### src/rtl/s2_mux_pipe.sv
// Gated-select word mux feeding a DEPTH-stage elastic valid/ready pipeline,
// with a wrapping count of words delivered to the consumer.
module s2_mux_pipe #(
  parameter int                   N         = 1,
  parameter int                   SEL_W     = 2,
  parameter logic [SEL_W-1:0]     GATE_MODE = SEL_W'(2'b10),
  parameter int                   DEPTH     = 2,
  parameter int                   CNT_W     = 8
) (
  input  logic                    clk,
  input  logic                    rst,
  input  logic                    clr,
  input  logic [N*(2**SEL_W)-1:0] d,
  input  logic [SEL_W-1:0]        a,
  input  logic [SEL_W-1:0]        b,
  input  logic                    in_valid,
  output logic                    in_ready,
  output logic [N-1:0]            out,
  output logic [SEL_W-1:0]        out_sel,
  output logic                    out_valid,
  input  logic                    out_ready,
  output logic [CNT_W-1:0]        xfer_cnt
);

  logic [DEPTH-1:0]                v_q, v_d;
  logic [DEPTH-1:0][N-1:0]         data_q, data_d;
  logic [DEPTH-1:0][SEL_W-1:0]     sel_q, sel_d;
  logic [CNT_W-1:0]                xfer_cnt_q, xfer_cnt_d;

  logic [SEL_W-1:0]                gate_sel;
  logic [N-1:0]                    gate_word;
  logic [DEPTH:0]                  ready;

  // Each select bit is independently an AND or an OR of its operand pair.
  always_comb begin
    for (int i = 0; i < SEL_W; i++) begin
      gate_sel[i] = GATE_MODE[i] ? (a[i] | b[i]) : (a[i] & b[i]);
    end
    gate_word = d[int'(gate_sel)*N +: N];
  end

  // Ready ripples back from the consumer, so a bubble anywhere lets the
  // stages behind it advance even while the output is stalled.
  // NOTE: combinational logic uses blocking '=' so each line sees the value
  // computed just above it; every output is assigned a default first so no
  // path through the block leaves a latch behind.
  always_comb begin
    ready[DEPTH] = out_ready;
    for (int k = DEPTH - 1; k >= 0; k--) begin
      ready[k] = !v_q[k] | ready[k+1];
    end

    v_d        = v_q;
    data_d     = data_q;
    sel_d      = sel_q;
    xfer_cnt_d = xfer_cnt_q;

    for (int k = DEPTH - 1; k >= 1; k--) begin
      if (ready[k]) begin
        v_d[k] = v_q[k-1];
        if (v_q[k-1]) begin
          data_d[k] = data_q[k-1];
          sel_d[k]  = sel_q[k-1];
        end
      end
    end

    if (ready[0]) begin
      v_d[0] = in_valid;
      if (in_valid) begin
        data_d[0] = gate_word;
        sel_d[0]  = gate_sel;
      end
    end

    if (v_q[DEPTH-1] && out_ready) begin
      xfer_cnt_d = xfer_cnt_q + 1'b1;
    end

    // Clear wins over any transfer, including the output handshake.
    if (clr) begin
      v_d        = '0;
      data_d     = '0;
      sel_d      = '0;
      xfer_cnt_d = '0;
    end
  end

  // NOTE: sequential state uses non-blocking '<=' so all stages update from
  // the same pre-edge values; data and select regs are reset along with the
  // valids because out/out_sel must read zero straight out of reset.
  always_ff @(posedge clk or posedge rst) begin
    if (rst) begin
      v_q        <= '0;
      data_q     <= '0;
      sel_q      <= '0;
      xfer_cnt_q <= '0;
    end else begin
      v_q        <= v_d;
      data_q     <= data_d;
      sel_q      <= sel_d;
      xfer_cnt_q <= xfer_cnt_d;
    end
  end

  assign in_ready  = ready[0] & !clr;
  assign out       = data_q[DEPTH-1];
  assign out_sel   = sel_q[DEPTH-1];
  assign out_valid = v_q[DEPTH-1];
  assign xfer_cnt  = xfer_cnt_q;

endmodule

### config.mk
export PLATFORM = sky130hd
export DESIGN_NAME = s2_mux_pipe
export DESIGN_NICKNAME = d
export VERILOG_FILES = /design/src/rtl/s2_mux_pipe.sv
export SDC_FILE = /design/constraint.sdc
export NUM_CORES = 1
export LEC_CHECK = 0
export CORE_UTILIZATION = 47
export DETAILED_ROUTE_END_ITERATION = 8
export PLACE_DENSITY = 0.83
export SYNTH_ARGS = -nofsm -noshare
export SYNTH_HDL_FRONTEND = slang
export SYNTH_SLANG_ARGS = --single-unit
### constraint.sdc
create_clock -name clk -period 2.46 [get_ports clk]
set_input_delay 0.246 -clock clk [delete_from_list [all_inputs] [get_ports clk]]
set_output_delay 0.246 -clock clk [all_outputs]
set_load 0.01 [all_outputs]
==> impl_metrics.tcl, run 1 <==
set metrics [dict create \
    holdCritPathClass "in -> async" \
    end_kind "output pin" \
    finalCritPeriodShare_pct 80.8 \
    clock_latency_ns 0.28 \
    cts_tree "yes" \
    crit_buf_inv 2 \
    status "completed" \
    nFillCells 128 \
    io_buffers 25 \
    dr_total_vias 711 \
    fin_ws_ns 0.472 \
    synthCells 82 \
    cp.required_ns 2.21 \
    cellPowerDensity_mw_per_mm2 438 \
    post_cts_buffers 0 \
    synth_warnings 0 \
    dp_hpwl_um 1280 \
    io_pins 26 \
    drtPass1Iterations 4 \
    path_max_fanout 8 \
    grt_start_max_net_pins 18 \
    rsz0062_at_grt "no" \
    critPathMaxStageDelay_ns 0.60 \
    fin_crit_ns 1.99 \
    seqPwrFrac_pct 58.9 \
    slew_headroom_pct 59.8 \
    grt_overflow 0 \
    place_ws_ns 0.475 \
    crit_chain "clkdlybuf4s50_1 > and3b_2 > nor2_1 > clkdlybuf4s50_1" \
    antenna_found_initial 0 \
    dieArea_mm2 0.00186 \
    drv_cap 0 \
    routabilityCongestion 0.829 \
    p_clk_share_pct 27.9 \
    ctsResizeCount 0 \
    hold_slack_ns 0.338 \
    report.final.hold_viol_count 0 \
    synth.distinct_cells 25 \
    grt_pass1_wl_um 2930 \
    layout-drive-gt1-share_pct 8.41 \
    cts_hold_buf 0 \
    power.ir.vdd_worst_mv 0.286 \
    final_cell_count_no_fill 123 \
    multi_input_area_um2 358 \
    route.final.wire_length_um 1700 \
    cellLeakagePower_nw 0.437 \
    slew_violations 0 \
    cpMostUsedCell "clkdlybuf4s50_1" \
    p_int_w 0.000361 \
    wire_per_inst_um 13.8 \
    max_freq_mhz 503 \
    grt_pass1_vias 682 \
    skew_ns 0.00638 \
    combPwrFrac_pct 13.2 \
    cts.sink_count 16 \
    yosysSeqAreaShare_pct 50.3 \
    worst-r2r-cell-count 3 \
    cpLargestDelayFamily "buffers and inverters" \
    initialDrtViolationCount 16 \
    start_util_pct 51.6 \
    nNetsFinal 123 \
    area.growth.synth_to_final_pct 34.9 \
    final-setup-viol-count 0 \
    setup_tns_ns 0 \
    routed_via_density 5.78 \
    synth_area_per_cell_um2 9.70 \
    grtUsageTotal_pct 21.3 \
    dieWidth_um 43.1 \
    clk_pin_slew_ns 0.09 \
    total_power_w 0.000470 \
    switching_share_pct 23.1 \
    worst-path-stages 4 \
    tightest_slew_ns 0.602 \
    die_h_um 43.1 \
    ys_ff_latch 16 \
    crit_slowest_cell "clkdlybuf4s50_1" \
    cts_inserted_buffers 3 \
    syn_nets 96 \
    cp-start-kind "input pin" \
    seqCellArea_um2 400 \
    ctsLongestPathBuffers 2 \
    final_antenna_net_count 0 \
    rows 14 \
    num_antenna_cells 0 \
    netSwitchingPower_w 0.000109 \
    core_region_area_mm2 0.00154 \
    worst-setup-path-type "in -> out" \
    dpl.cell_count 120 \
    drc 0 \
    critPathArrivalTime_ns 1.74 \
    clock-root-buffer "clkbuf_4" \
    syn-cell-area_um2 796 \
    htreeDepth 1 \
]
-- path summary, 6_finish.rpt --
kind | endpoint | start | slack [ns]
min | v_q[1] | rst | 0.34
max in group asynchronous | xfer_cnt[4] | rst | 1.73
max reg2reg | xfer_cnt[6] | v_q[1] | 1.00
min reg2reg | out_sel[0] | out_sel[0] | 0.55
min in group clk | out_sel[0] | out_sel[0] | 0.55
max | in_ready | out_ready | 0.47
-- area by class of cell --
| class | count | share of cell area (%) |
|---|---|---|
| Clock buffer | 3 | 2.10 |
| Inverter | 4 | 1.40 |
| Multi-Input combinational cell | 58 | 33.3 |
| Sequential cell | 16 | 37.3 |
| Tap cell | 16 | 1.86 |
| Timing Repair Buffer | 26 | 24.0 |
-- power by group through the flow --
| stage | logic [W] | clock network (W) | registers, W |
|---|---|---|---|
| after floorplan | 0.0000275 | 0 | 0.000281 |
| after global placement | 0.0000606 | 0 | 0.000282 |
| after detailed placement | 0.0000627 | 0 | 0.000282 |
| after CTS | 0.0000629 | 0.000135 | 0.000277 |
| after global routing | 0.0000684 | 0.000147 | 0.000278 |
| final | 0.0000622 | 0.000131 | 0.000277 |
-- registers in the layout, summed over array words and instances (netlist names) --
name,count
xfer_cnt,8
out_sel,2
sel_q,2
v_q,2
data_q,1
out,1
-- synth_stat cells --
cell | instances | share of area (%)
nand3_2 | 1 | 1.3
buf_4 | 2 | 1.9
o21ai_0 | 6 | 3.8
clkbuf_1 | 2 | 0.94
or3_1 | 2 | 1.6
or2b_1 | 1 | 0.94
o31ai_1 | 3 | 2.8
mux4_2 | 1 | 2.8
nand3_1 | 7 | 4.4
nor3_1 | 1 | 0.63
or4_1 | 3 | 2.8
nand3b_1 | 1 | 0.94
nand2_1 | 5 | 2.4
or3_2 | 1 | 0.94
dfrtp_1 | 16 | 50
ha_1 | 1 | 1.6
xor2_1 | 2 | 2.2
a21oi_1 | 14 | 8.8
a311oi_1 | 1 | 1.1
and3b_2 | 1 | 1.3
nand2b_1 | 1 | 0.79
inv_1 | 4 | 1.9
nor2_1 | 4 | 1.9
and2b_2 | 1 | 1.1
a21o_1 | 1 | 0.94
-- metal layers --
layer  up-vias  routed length [µm]  global-route usage, %
met1       342                 809                   28.5
met4         0                  18                   10.9
met2        19                 809                   32.5
met5         -                   0                      0
li1        348                   -                      -
met3         2                  60                   4.26
-- worst register-to-register path: stages (launching register included) --
cell,delay (ns)
dfrtp_1,0.50
nand3_2,0.19
or4_1,0.53
a21oi_1,0.17
-- cells by family (layout without fill, tap and decap cells) --
family / count (synthesis) / count (layout) / synth area share (%)
AO/OA/AOI/OAI: 25 / 25 / 17.5
AND/OR/NAND/NOR: 29 / 29 / 20.9
multiplexers: 1 / 1 / 2.83
flip-flops: 16 / 16 / 50.3
buffers and inverters: 8 / 33 / 4.72
adder cells (fa/ha/maj): 1 / 1 / 1.57
XOR/XNOR: 2 / 2 / 2.20
-- stage by stage --
stage | area (µm²) | utilization, %
floorplan | 796 | -
CTS | 1070 | 69.6
global placement | 1050 | 68.2
global route | 1070 | 69.6
detailed placement | 1050 | 68.2
finish | 1070 | 69.6
-- placed cells by master (no fill, tap or decap), types with 2 or more instances in the layout --
master,n
clkdlybuf4s50_1,25
or3_1,2
clkbuf_4,3
or4_1,3
a21oi_1,14
nor2_1,4
o21ai_0,6
inv_1,4
o31ai_1,3
nand3_1,7
dfrtp_1,16
nand2_1,5
xor2_1,2
(Power assumes the default switching activity.)
==> run 2, diff against run 1 <==
- CORE_UTILIZATION: 47 -> 44
- PLACE_DENSITY: 0.83 -> 0.78
- clock period: 2.46 -> 2 ns (I/O delays scaled with it)
==> run 2 against run 1 <==
The run now ends with DRC left. Power rose by 36%. Via count fell by 0.84%. Worst hold slack got worse by 0.064 ns. Clock power rose by 66%. Critical path type is now reg -> out. Critical endpoint unchanged. Largest cell class unchanged.
==> impl_metrics.tcl, run 2 (synthesis results as in run 1) <==
set metrics [dict create \
    io_pins 26 \
    initialDrtViolationCount 21 \
    crit_buf_inv 1 \
    end_kind "output pin" \
    dieArea_mm2 0.00198 \
    grt_pass1_wl_um 2950 \
    routabilityCongestion 0.743 \
    io_buffers 25 \
    clk_pin_slew_ns 0.10 \
    cts_tree "yes" \
    fin_crit_ns 1.80 \
    area.growth.synth_to_final_pct 39.9 \
    final-setup-viol-count 0 \
    critPathArrivalTime_ns 1.60 \
    start_util_pct 46.6 \
    post_cts_buffers 0 \
    htreeDepth 1 \
    report.final.hold_viol_count 0 \
    path_max_fanout 6 \
    layout-drive-gt1-share_pct 10.9 \
    drtPass1Iterations 6 \
    nNetsFinal 125 \
    dp_hpwl_um 1250 \
    final_common_cell "clkdlybuf4s50_1" \
    drc 2 \
    power.ir.vdd_worst_mv 0.360 \
    nFillCells 143 \
    grt_pass1_vias 669 \
    violations "DRC" \
    grtUsageTotal_pct 20.6 \
    finalCritPeriodShare_pct 90.2 \
    num_antenna_cells 0 \
    cts_inserted_buffers 3 \
    worst-setup-path-type "reg -> out" \
    critPathMaxStageDelay_ns 0.54 \
    final_cell_mix "25 x clkdlybuf4s50_1, 16 x dfrtp_1, 14 x a21oi_1, 7 x nand3_1, 6 x o21ai_0" \
    grt_start_max_net_pins 18 \
    route.final.wire_length_um 1730 \
    cpLargestDelayFamily "buffers and inverters" \
    status "complete, but fails checks" \
    crit_slowest_cell "clkdlybuf4s50_1" \
    core_region_area_mm2 0.00171 \
    slew_headroom_pct 58.3 \
    die_h_um 44.5 \
    place_ws_ns 0.270 \
    drv_cap 0 \
    tightest_slew_ns 0.625 \
    setup_tns_ns 0 \
    cellPowerDensity_mw_per_mm2 573 \
    grt_overflow 0 \
    rows 15 \
    clock-root-buffer "clkbuf_4" \
    slew_violations 0 \
    cts.sink_count 16 \
    wire_per_inst_um 12.8 \
    fin_ws_ns 0.196 \
    cp.required_ns 1.80 \
    dieWidth_um 44.5 \
    skew_ns 0.00901 \
    cp-start-kind "flip-flop" \
    clock_latency_ns 0.29 \
    routed_via_density 5.22 \
    ctsLongestPathBuffers 2 \
    ctsResizeCount 0 \
    final_antenna_net_count 0 \
    antenna_found_initial 0 \
    crit_chain "and3b_2 > nor2_1 > clkdlybuf4s50_1" \
    largest_reg_flops 8 \
    max_freq_mhz 554 \
    holdCritPathClass "in -> async" \
    dr_total_vias 705 \
    rsz0062_at_grt "no" \
    cts_hold_buf 0 \
    cellLeakagePower_nw 0.455 \
]
## run 2: cell type report
type / instances / area [µm²] / share of cell area (%)
Clock buffer: 4 / 36.3 / 3.26
Inverter: 4 / 15.0 / 1.35
Multi-Input combinational cell: 58 / 358 / 32.1
Sequential cell: 16 / 400 / 36.0
Tap cell: 25 / 31.3 / 2.81
Timing Repair Buffer: 28 / 273 / 24.5
## run 2: power by group
group	switching (W)	total (W)	internal, W
Combinational	0.0000359	0.0000817	0.0000458
Sequential	0.00000682	0.000339	0.000332
Clock	0.000106	0.000217	0.000111
Total	0.000149	0.000638	0.000489
## run 2: worst reg2reg max path, stage by stage (launching register included)
cell	delay, ns
dfrtp_1	0.42
ha_1	0.20
nand2_1	0.10
or4_1	0.47
a21oi_1	0.15
## run 2: per-stage QoR
step / hold slack (ns) / total power (W) / util (%) / cell area (µm²) / cells
floorplan: 0.114 / 0.000380 / - / 796 / 82
global placement: 0.530 / 0.000425 / 63.1 / 1080 / 131
detailed placement: 0.532 / 0.000427 / 63.1 / 1080 / 131
CTS: 0.292 / 0.000643 / 65.2 / 1110 / 135
global route: 0.317 / 0.000664 / 65.2 / 1110 / 135
finish: 0.274 / 0.000638 / 65.2 / 1110 / 135
## run 2: layer usage
metal | wire length (µm) | global-route usage [%] | vias to the layer above
li1 | - | - | 349
met1 | 825 | 28.1 | 334
met2 | 816 | 31.8 | 20
met3 | 72 | 4.08 | 2
met4 | 14 | 9.09 | 0
met5 | 0 | 0 | -
## run 2: worst paths after layout
path,endpoint,startpoint,cells after the start,slack [ns]
min in group clk,out_sel[1],sel_q[1],2,0.55
max in group asynchronous,sel_q[0],rst,2,1.32
min reg2reg,out_sel[1],sel_q[1],2,0.55
min,xfer_cnt[5],rst,2,0.27
max reg2reg,xfer_cnt[6],xfer_cnt[0],4,0.60
max,in_ready,v_q[0],3,0.20
